===== config.mk =====
export PLATFORM = sky130hd
export DESIGN_NAME = game_ctrl
export DESIGN_NICKNAME = d
export VERILOG_FILES = /design/src/rtl/game_pkg.sv /design/src/rtl/game_timer.sv /design/src/rtl/game_ctrl.sv
export SDC_FILE = /design/constraint.sdc
export NUM_CORES = 1
export LEC_CHECK = 0
export BUFFER_PORTS_ARGS = -buffer_cell sky130_fd_sc_hd__buf_2
export CORE_ASPECT_RATIO = 1.2
export CORE_UTILIZATION = 60
export CTS_CLUSTER_DIAMETER = 150
export DETAILED_ROUTE_END_ITERATION = 7
export HOLD_SLACK_MARGIN = 0.03
export PLACE_DENSITY = 0.88
export SLEW_MARGIN = 20
export SYNTH_ARGS = -nofsm -noshare
export SYNTH_HDL_FRONTEND = slang
export SYNTH_SLANG_ARGS = --single-unit

===== constraint.sdc =====
create_clock -name clk -period 4 [get_ports clk]
set_clock_uncertainty 0.1 [all_clocks]
set_input_delay 1.2 -clock clk [delete_from_list [all_inputs] [get_ports clk]]
set_output_delay 1.2 -clock clk [all_outputs]
set_load 0.005 [all_outputs]

===== src/rtl/game_pkg.sv =====
// Shared state codes and field widths for the game sequencer.
package game_pkg;

    localparam int LIVES_W = 2;
    localparam int TIME_W  = 7;

    localparam logic [2:0] ST_IDLE   = 3'd0;
    localparam logic [2:0] ST_LAUNCH = 3'd1;
    localparam logic [2:0] ST_PLAY   = 3'd2;
    localparam logic [2:0] ST_DYING  = 3'd3;
    localparam logic [2:0] ST_OVER   = 3'd4;

    typedef enum logic [2:0] {
        S_IDLE   = ST_IDLE,
        S_LAUNCH = ST_LAUNCH,
        S_PLAY   = ST_PLAY,
        S_DYING  = ST_DYING,
        S_OVER   = ST_OVER
    } state_t;

endpackage


===== src/rtl/game_timer.sv =====
// Per-life countdown: frame_tick prescaler feeding a saturating seconds counter.
module game_timer
    import game_pkg::*;
#(
    parameter int TICKS_PER_SEC = 60,
    parameter int TIME_LIMIT    = 99
) (
    input  logic              clk,
    input  logic              rst,
    input  logic              load,
    input  logic [TIME_W-1:0] load_val,
    input  logic              enable,
    input  logic              frame_tick,
    output logic [TIME_W-1:0] time_left,
    output logic              zero
);

    localparam int PW = (TICKS_PER_SEC > 1) ? $clog2(TICKS_PER_SEC) : 1;
    localparam logic [PW-1:0] PRE_LAST = PW'(TICKS_PER_SEC - 1);

    logic [PW-1:0] prescaler;

    // Load restarts a full second; otherwise count frames and step seconds down to zero.
    always_ff @(posedge clk) begin
        if (rst) begin
            prescaler <= '0;
            time_left <= TIME_W'(TIME_LIMIT);
        end else if (load) begin
            prescaler <= '0;
            time_left <= load_val;
        end else if (enable && frame_tick) begin
            if (prescaler == PRE_LAST) begin
                prescaler <= '0;
                if (time_left != '0)
                    time_left <= time_left - TIME_W'(1);
            end else begin
                prescaler <= prescaler + PW'(1);
            end
        end
    end

    assign zero = (time_left == '0);

endmodule


===== src/rtl/game_ctrl.sv =====
// Game sequencer: start/respawn/time-out/win/game-over control for the character blocks.
module game_ctrl
    import game_pkg::*;
#(
    parameter int LIVES         = 3,
    parameter int TIME_LIMIT    = 99,
    parameter int TICKS_PER_SEC = 60,
    parameter int DIE_TICKS     = 90
) (
    input  logic               clk,
    input  logic               rst,
    input  logic               key_start,
    input  logic               frame_tick,
    input  logic               collide,
    input  logic               goal,
    output logic               kong_rst,
    output logic               start,
    output logic               over,
    output logic               win,
    output logic [LIVES_W-1:0] lives,
    output logic [TIME_W-1:0]  time_left,
    output logic [2:0]         game_state
);

    localparam int DW = (DIE_TICKS > 1) ? $clog2(DIE_TICKS) : 1;
    localparam logic [DW-1:0]      DIE_LAST   = DW'(DIE_TICKS - 1);
    localparam logic [LIVES_W-1:0] LIVES_INIT = LIVES_W'(LIVES);

    state_t             state, state_nxt;
    logic [LIVES_W-1:0] lives_nxt;
    logic               win_nxt;
    logic [DW-1:0]      die_cnt, die_nxt;
    logic               start_pend, start_pend_nxt;
    logic               key_prev;
    logic               rise;
    logic               timer_zero;
    logic               timer_load;
    logic               timer_en;

    assign rise = key_start & ~key_prev;

    game_timer #(
        .TICKS_PER_SEC (TICKS_PER_SEC),
        .TIME_LIMIT    (TIME_LIMIT)
    ) u_timer (
        .clk        (clk),
        .rst        (rst),
        .load       (timer_load),
        .load_val   (TIME_W'(TIME_LIMIT)),
        .enable     (timer_en),
        .frame_tick (frame_tick),
        .time_left  (time_left),
        .zero       (timer_zero)
    );

    // State and datapath registers; reset wins over any in-flight game.
    always_ff @(posedge clk) begin
        if (rst) begin
            state      <= S_IDLE;
            lives      <= LIVES_INIT;
            win        <= 1'b0;
            die_cnt    <= '0;
            start_pend <= 1'b0;
            key_prev   <= 1'b0;
        end else begin
            state      <= state_nxt;
            lives      <= lives_nxt;
            win        <= win_nxt;
            die_cnt    <= die_nxt;
            start_pend <= start_pend_nxt;
            key_prev   <= key_start;
        end
    end

    // Next-state, lives/win updates and control pulses.
    always_comb begin
        state_nxt      = state;
        lives_nxt      = lives;
        win_nxt        = win;
        die_nxt        = die_cnt;
        start_pend_nxt = 1'b0;
        timer_load     = 1'b0;
        timer_en       = 1'b0;
        kong_rst       = 1'b0;
        start          = 1'b0;
        over           = 1'b0;

        case (state)
            S_IDLE: begin
                if (rise) begin
                    state_nxt = S_LAUNCH;
                    lives_nxt = LIVES_INIT;
                    win_nxt   = 1'b0;
                end
            end
            S_LAUNCH: begin
                kong_rst       = 1'b1;
                timer_load     = 1'b1;
                die_nxt        = '0;
                start_pend_nxt = 1'b1;
                state_nxt      = S_PLAY;
            end
            S_PLAY: begin
                timer_en = 1'b1;
                start    = start_pend;
                // Collision outranks time-out, which outranks reaching the goal.
                if (collide || timer_zero) begin
                    if (lives == LIVES_W'(1)) begin
                        lives_nxt = '0;
                        win_nxt   = 1'b0;
                        state_nxt = S_OVER;
                    end else begin
                        lives_nxt = lives - LIVES_W'(1);
                        state_nxt = S_DYING;
                    end
                end else if (goal) begin
                    win_nxt   = 1'b1;
                    state_nxt = S_OVER;
                end
            end
            S_DYING: begin
                if (frame_tick) begin
                    if (die_cnt == DIE_LAST)
                        state_nxt = S_LAUNCH;
                    else
                        die_nxt = die_cnt + DW'(1);
                end
            end
            S_OVER: begin
                over = 1'b1;
                if (rise) begin
                    state_nxt = S_LAUNCH;
                    lives_nxt = LIVES_INIT;
                    win_nxt   = 1'b0;
                end
            end
            default: state_nxt = S_IDLE;
        endcase
    end

    assign game_state = state;

endmodule


==> Implementation_results.wiki <==
{| class="wikitable"
! Metric !! Value
|-
| Hold violation count in the final report || 0
|-
| Cells after synthesis || 172
|-
| Max VDD drop || 0.254 mV
|-
| Highest Clock Rate || about 0.32 GHz
|-
| Number of nets in the final layout || around 200
|-
| Count of cells resized by post-cts repair || 0
|-
| I/O pin total || 22
|-
| Weighted congestion at the end of routability-driven global placement || 0.851
|-
| Clock Latency Late Sink || around 330 ps
|-
| Initial core utilization || 0.641
|-
| Part of the total power dissipated in combinational logic || 0.089
|-
| Internal Dissipation || just over 400 uW
|-
| Final period util || 0.787
|-
| Slew Limit Fails || 0
|-
| TritonCTS Buffers || 3
|-
| RR Endpoint || u_timer.time_left[4]
|-
| Required time of the critical path || ~2700 ps
|-
| 1st-iter DRT viols || just over 60
|-
| Antenna-violating nets left || 0
|-
| Maximum fanout along the worst path || 14
|-
| Wire length of the first global-routing pass || between 5 and 6 mm
|-
| Syn Area/Cell || 8.60 um^2
|-
| Worst slew margin relative to its limit || 0.517
|-
| Worst setup path class || flop to output port
|-
| Std-Cell Rows || 19
|-
| Sinks on Clock Net || 28
|-
| Total standard cell area after synthesis || approximately 1500 um^2
|-
| Power Dens Cells || approximately 320 nW/um^2
|-
| Total negative setup slack || 0 ps
|-
| Worst Reg-to-Reg Cells || 4
|-
| Ant. Diodes || 0
|-
| Top library cells by usage in the layout, fill and taps aside || sky130_fd_sc_hd__dfxtp_1, sky130_fd_sc_hd__buf_2, sky130_fd_sc_hd__nor2_1
|-
| Post-cts hold buffer count || 0
|-
| Vias || approximately 1400
|-
| Worst R2R Setup Slack || 1830 ps
|-
| Yosys warning total || 0
|-
| Maximum Capacitance Violations || 0
|-
| CTS clock-pin slew for the worst setup and hold paths || about 150 ps
|-
| Detail-routed net length per standard cell || about 15 um
|-
| Data arrival time of the critical path || about 1900 ps
|-
| Die area || 2670 um^2
|-
| Worst setup path startpoint || game_state[1]
|-
| Detailed Routing Iterations Pass 1 || 4
|-
| Commonest non-fill, non-tap cell in the layout || sky130_fd_sc_hd__dfxtp_1
|-
| Overall fraction of global-route tracks in use || 0.280
|-
| Vias in the first global route || between 1000 and 1500
|-
| Via count normalized by instance count || between 6 and 7
|-
| Sequential-to-total area share from yosys stat || 0.379
|-
| Number of register bits inferred by synthesis || 28
|-
| DRC || 0
|-
| Worst slew pin tran || between 700 and 800 ps
|-
| I/O Buffers || 21
|-
| Number of antenna violations at the first check in global routing || 0
|-
| Status || completed
|-
| Number of setup violations in the final report || 0
|-
| Static power due to leakage || ~0.00066 uW
|-
| Relative contribution of the clock network to total power || 0.354
|-
| CP max stage cell || sky130_fd_sc_hd__dfxtp_1
|-
| Flop pwr share || 0.557
|-
| Crit Reg-Reg Startpoint || game_state[1]
|-
| Critical Path Max Stage Delay || around 630 ps
|-
| Critical path, cell by cell || nor3b_1, and2_1, buf_2
|-
| Total wire length after detailed routing || between 3 and 4 mm
|-
| Die H || 56.4 um
|-
| CP startpoint kind || flop
|-
| Worst min-delay path startpoint || u_timer.time_left[3]
|-
| H-tree lvl count || 1
|-
| Core Box Area || about 2300 um^2
|-
| Aggregate global routing overflow || 0
|-
| Switch share || 0.234
|-
| Final critical path time including I/O delays and setup || around 3100 ps
|-
| Setup repair after global routing missed its margin || no
|-
| Share of cells above drive strength 1 || 0.178
|-
| Layout Utilization || 0.707
|-
| Number of setup buffers added after CTS || 0
|-
| Buffer levels on the longest clock path || 2
|-
| Hold path depth || 2
|-
| Synthesis-to-finish area growth || 10.2%
|-
| Min-Delay Endpoint || u_timer.time_left[3]
|-
| Pin count of the biggest net entering global routing || 17
|-
| Post-DP HPWL || 2.38 mm
|-
| Clock root buffer || sky130_fd_sc_hd__clkbuf_4
|-
| Critical Path Sink Type || output port
|-
| Layout fillers || roughly 180
|-
| Count of cell types in the netlist || 41
|-
| Post-synthesis net count || about 180
|-
| Net switching component of the power || around 120 uW
|-
| Chip width || 47.3 um
|-
| Hold Path Class || flop to flop
|-
| Clock tree from TritonCTS || built
|}
cells in the mapped netlist:
cell / instances / area [um^2]
sky130_fd_sc_hd__a211o_1: 1 / 8.76
sky130_fd_sc_hd__a21oi_1: 9 / 45.0
sky130_fd_sc_hd__a31oi_1: 1 / 6.26
sky130_fd_sc_hd__a32o_1: 2 / 20.0
sky130_fd_sc_hd__and2_1: 1 / 6.26
sky130_fd_sc_hd__and3_1: 4 / 25.0
sky130_fd_sc_hd__and3_2: 1 / 7.51
sky130_fd_sc_hd__and3b_2: 1 / 10.0
sky130_fd_sc_hd__and4b_1: 1 / 10.0
sky130_fd_sc_hd__and4bb_1: 1 / 12.5
sky130_fd_sc_hd__buf_6: 3 / 33.8
sky130_fd_sc_hd__clkbuf_1: 3 / 11.3
sky130_fd_sc_hd__dfxtp_1: 28 / 561
sky130_fd_sc_hd__ha_1: 6 / 75.1
sky130_fd_sc_hd__inv_1: 11 / 41.3
sky130_fd_sc_hd__mux2_2: 1 / 11.3
sky130_fd_sc_hd__mux2i_1: 3 / 30.0
sky130_fd_sc_hd__nand2_1: 11 / 41.3
sky130_fd_sc_hd__nand2b_1: 1 / 6.26
sky130_fd_sc_hd__nand3_1: 7 / 35.0
sky130_fd_sc_hd__nand3_4: 1 / 17.5
sky130_fd_sc_hd__nand3b_1: 1 / 7.51
sky130_fd_sc_hd__nand4_1: 5 / 31.3
sky130_fd_sc_hd__nor2_1: 17 / 63.8
sky130_fd_sc_hd__nor2b_1: 3 / 18.8
sky130_fd_sc_hd__nor3_1: 5 / 25.0
sky130_fd_sc_hd__nor3b_1: 3 / 22.5
sky130_fd_sc_hd__nor4_1: 1 / 6.26
sky130_fd_sc_hd__nor4_2: 1 / 12.5
sky130_fd_sc_hd__nor4b_1: 1 / 8.76
sky130_fd_sc_hd__o211ai_1: 1 / 7.51
sky130_fd_sc_hd__o21ai_0: 10 / 50.1
sky130_fd_sc_hd__o21ai_1: 1 / 5.00
sky130_fd_sc_hd__o31a_2: 1 / 10.0
sky130_fd_sc_hd__o31ai_1: 5 / 37.5
sky130_fd_sc_hd__o41a_1: 1 / 11.3
sky130_fd_sc_hd__or2_2: 3 / 18.8
sky130_fd_sc_hd__or3_1: 2 / 12.5
sky130_fd_sc_hd__or4_1: 6 / 45.0
sky130_fd_sc_hd__xnor2_1: 1 / 8.76
sky130_fd_sc_hd__xor2_1: 7 / 61.3
cells by family (layout without fill, tap and decap cells):
| logic type | Yosys count | count (layout) | synth area share |
|---|---|---|---|
| DFF | 28 | 28 | 0.379 |
| and+or+nand+nor | 77 | 77 | 0.300 |
| muxes | 4 | 4 | 0.0279 |
| adders and majority gates | 6 | 6 | 0.0508 |
| buffers and inverters | 17 | 36 | 0.0584 |
| AOI/OAI and AO/OA | 32 | 32 | 0.136 |
| xor gates and xnor gates | 8 | 8 | 0.0474 |
worst max-delay path: cells and delay by family, from the launching register on:
family        cells  cell delay (ps)
buf+inv           1              110
simple gates      2              770
flops             1              630
registers in the layout (all words and copies together) (netlist names):
register / flops
die_cnt: 7
key_prev: 1
u_timer.prescaler: 6
u_timer.time_left: 7
lives: 2
start_pend: 1
win: 1
game_state: 3
power by group through the flow:
| stage | logic, uW | clock network (uW) | registers [uW] |
|---|---|---|---|
| CTS | 46.5 | 188 | 293 |
| global placement | 44.6 | 0 | 298 |
| finish | 47.1 | 186 | 293 |
| detailed placement | 46.2 | 0 | 298 |
| floorplan | 37.5 | 0 | 294 |
| global route | 51.3 | 198 | 295 |
metal layers:
layer / up-vias / global-route usage / part of all wire
li1: 653 / - / -
met1: 656 / 0.313 / 0.41
met2: 54 / 0.489 / 0.53
met3: 6 / 0.0289 / 0.047
met4: 0 / 0.143 / 0.014
met5: - / 0 / 0
stage by stage:
step | setup slack (ps) | total power, uW | std cells | area [um^2] | hold slack (ps)
after detailed placement | 1220 | 345 | 218 | 1580 | 411
after CTS | 912 | 528 | 222 | 1630 | 429
after global routing | 741 | 544 | 222 | 1630 | 460
after global placement | 1270 | 343 | 218 | 1580 | 388
final | 852 | 527 | 222 | 1630 | 434
after floorplan | 1520 | 331 | 172 | 1480 | 372
area by class of cell:
cell class                      instances  area, um^2  area share
Clock buffer                            3        22.5      0.0138
Sequential cell                        28         561       0.344
Inverter                               11        41.3      0.0253
Clock inverter                          1        30.0      0.0184
Timing Repair Buffer                   21         105      0.0645
Multi-Input combinational cell        127         832       0.510
Tap cell                               31        38.8      0.0238
worst max-delay path by stage:
stage,to,slack [ps],cells after the start
3_5_place_dp,u_timer.time_left[4],1220,5
6_report,start,850,3
4_1_cts,start,910,3
3_3_place_gp,u_timer.time_left[4],1270,5
5_1_grt,start,740,3
2_1_floorplan,u_timer.time_left[2],1520,6
(Power assumes the default switching activity.)
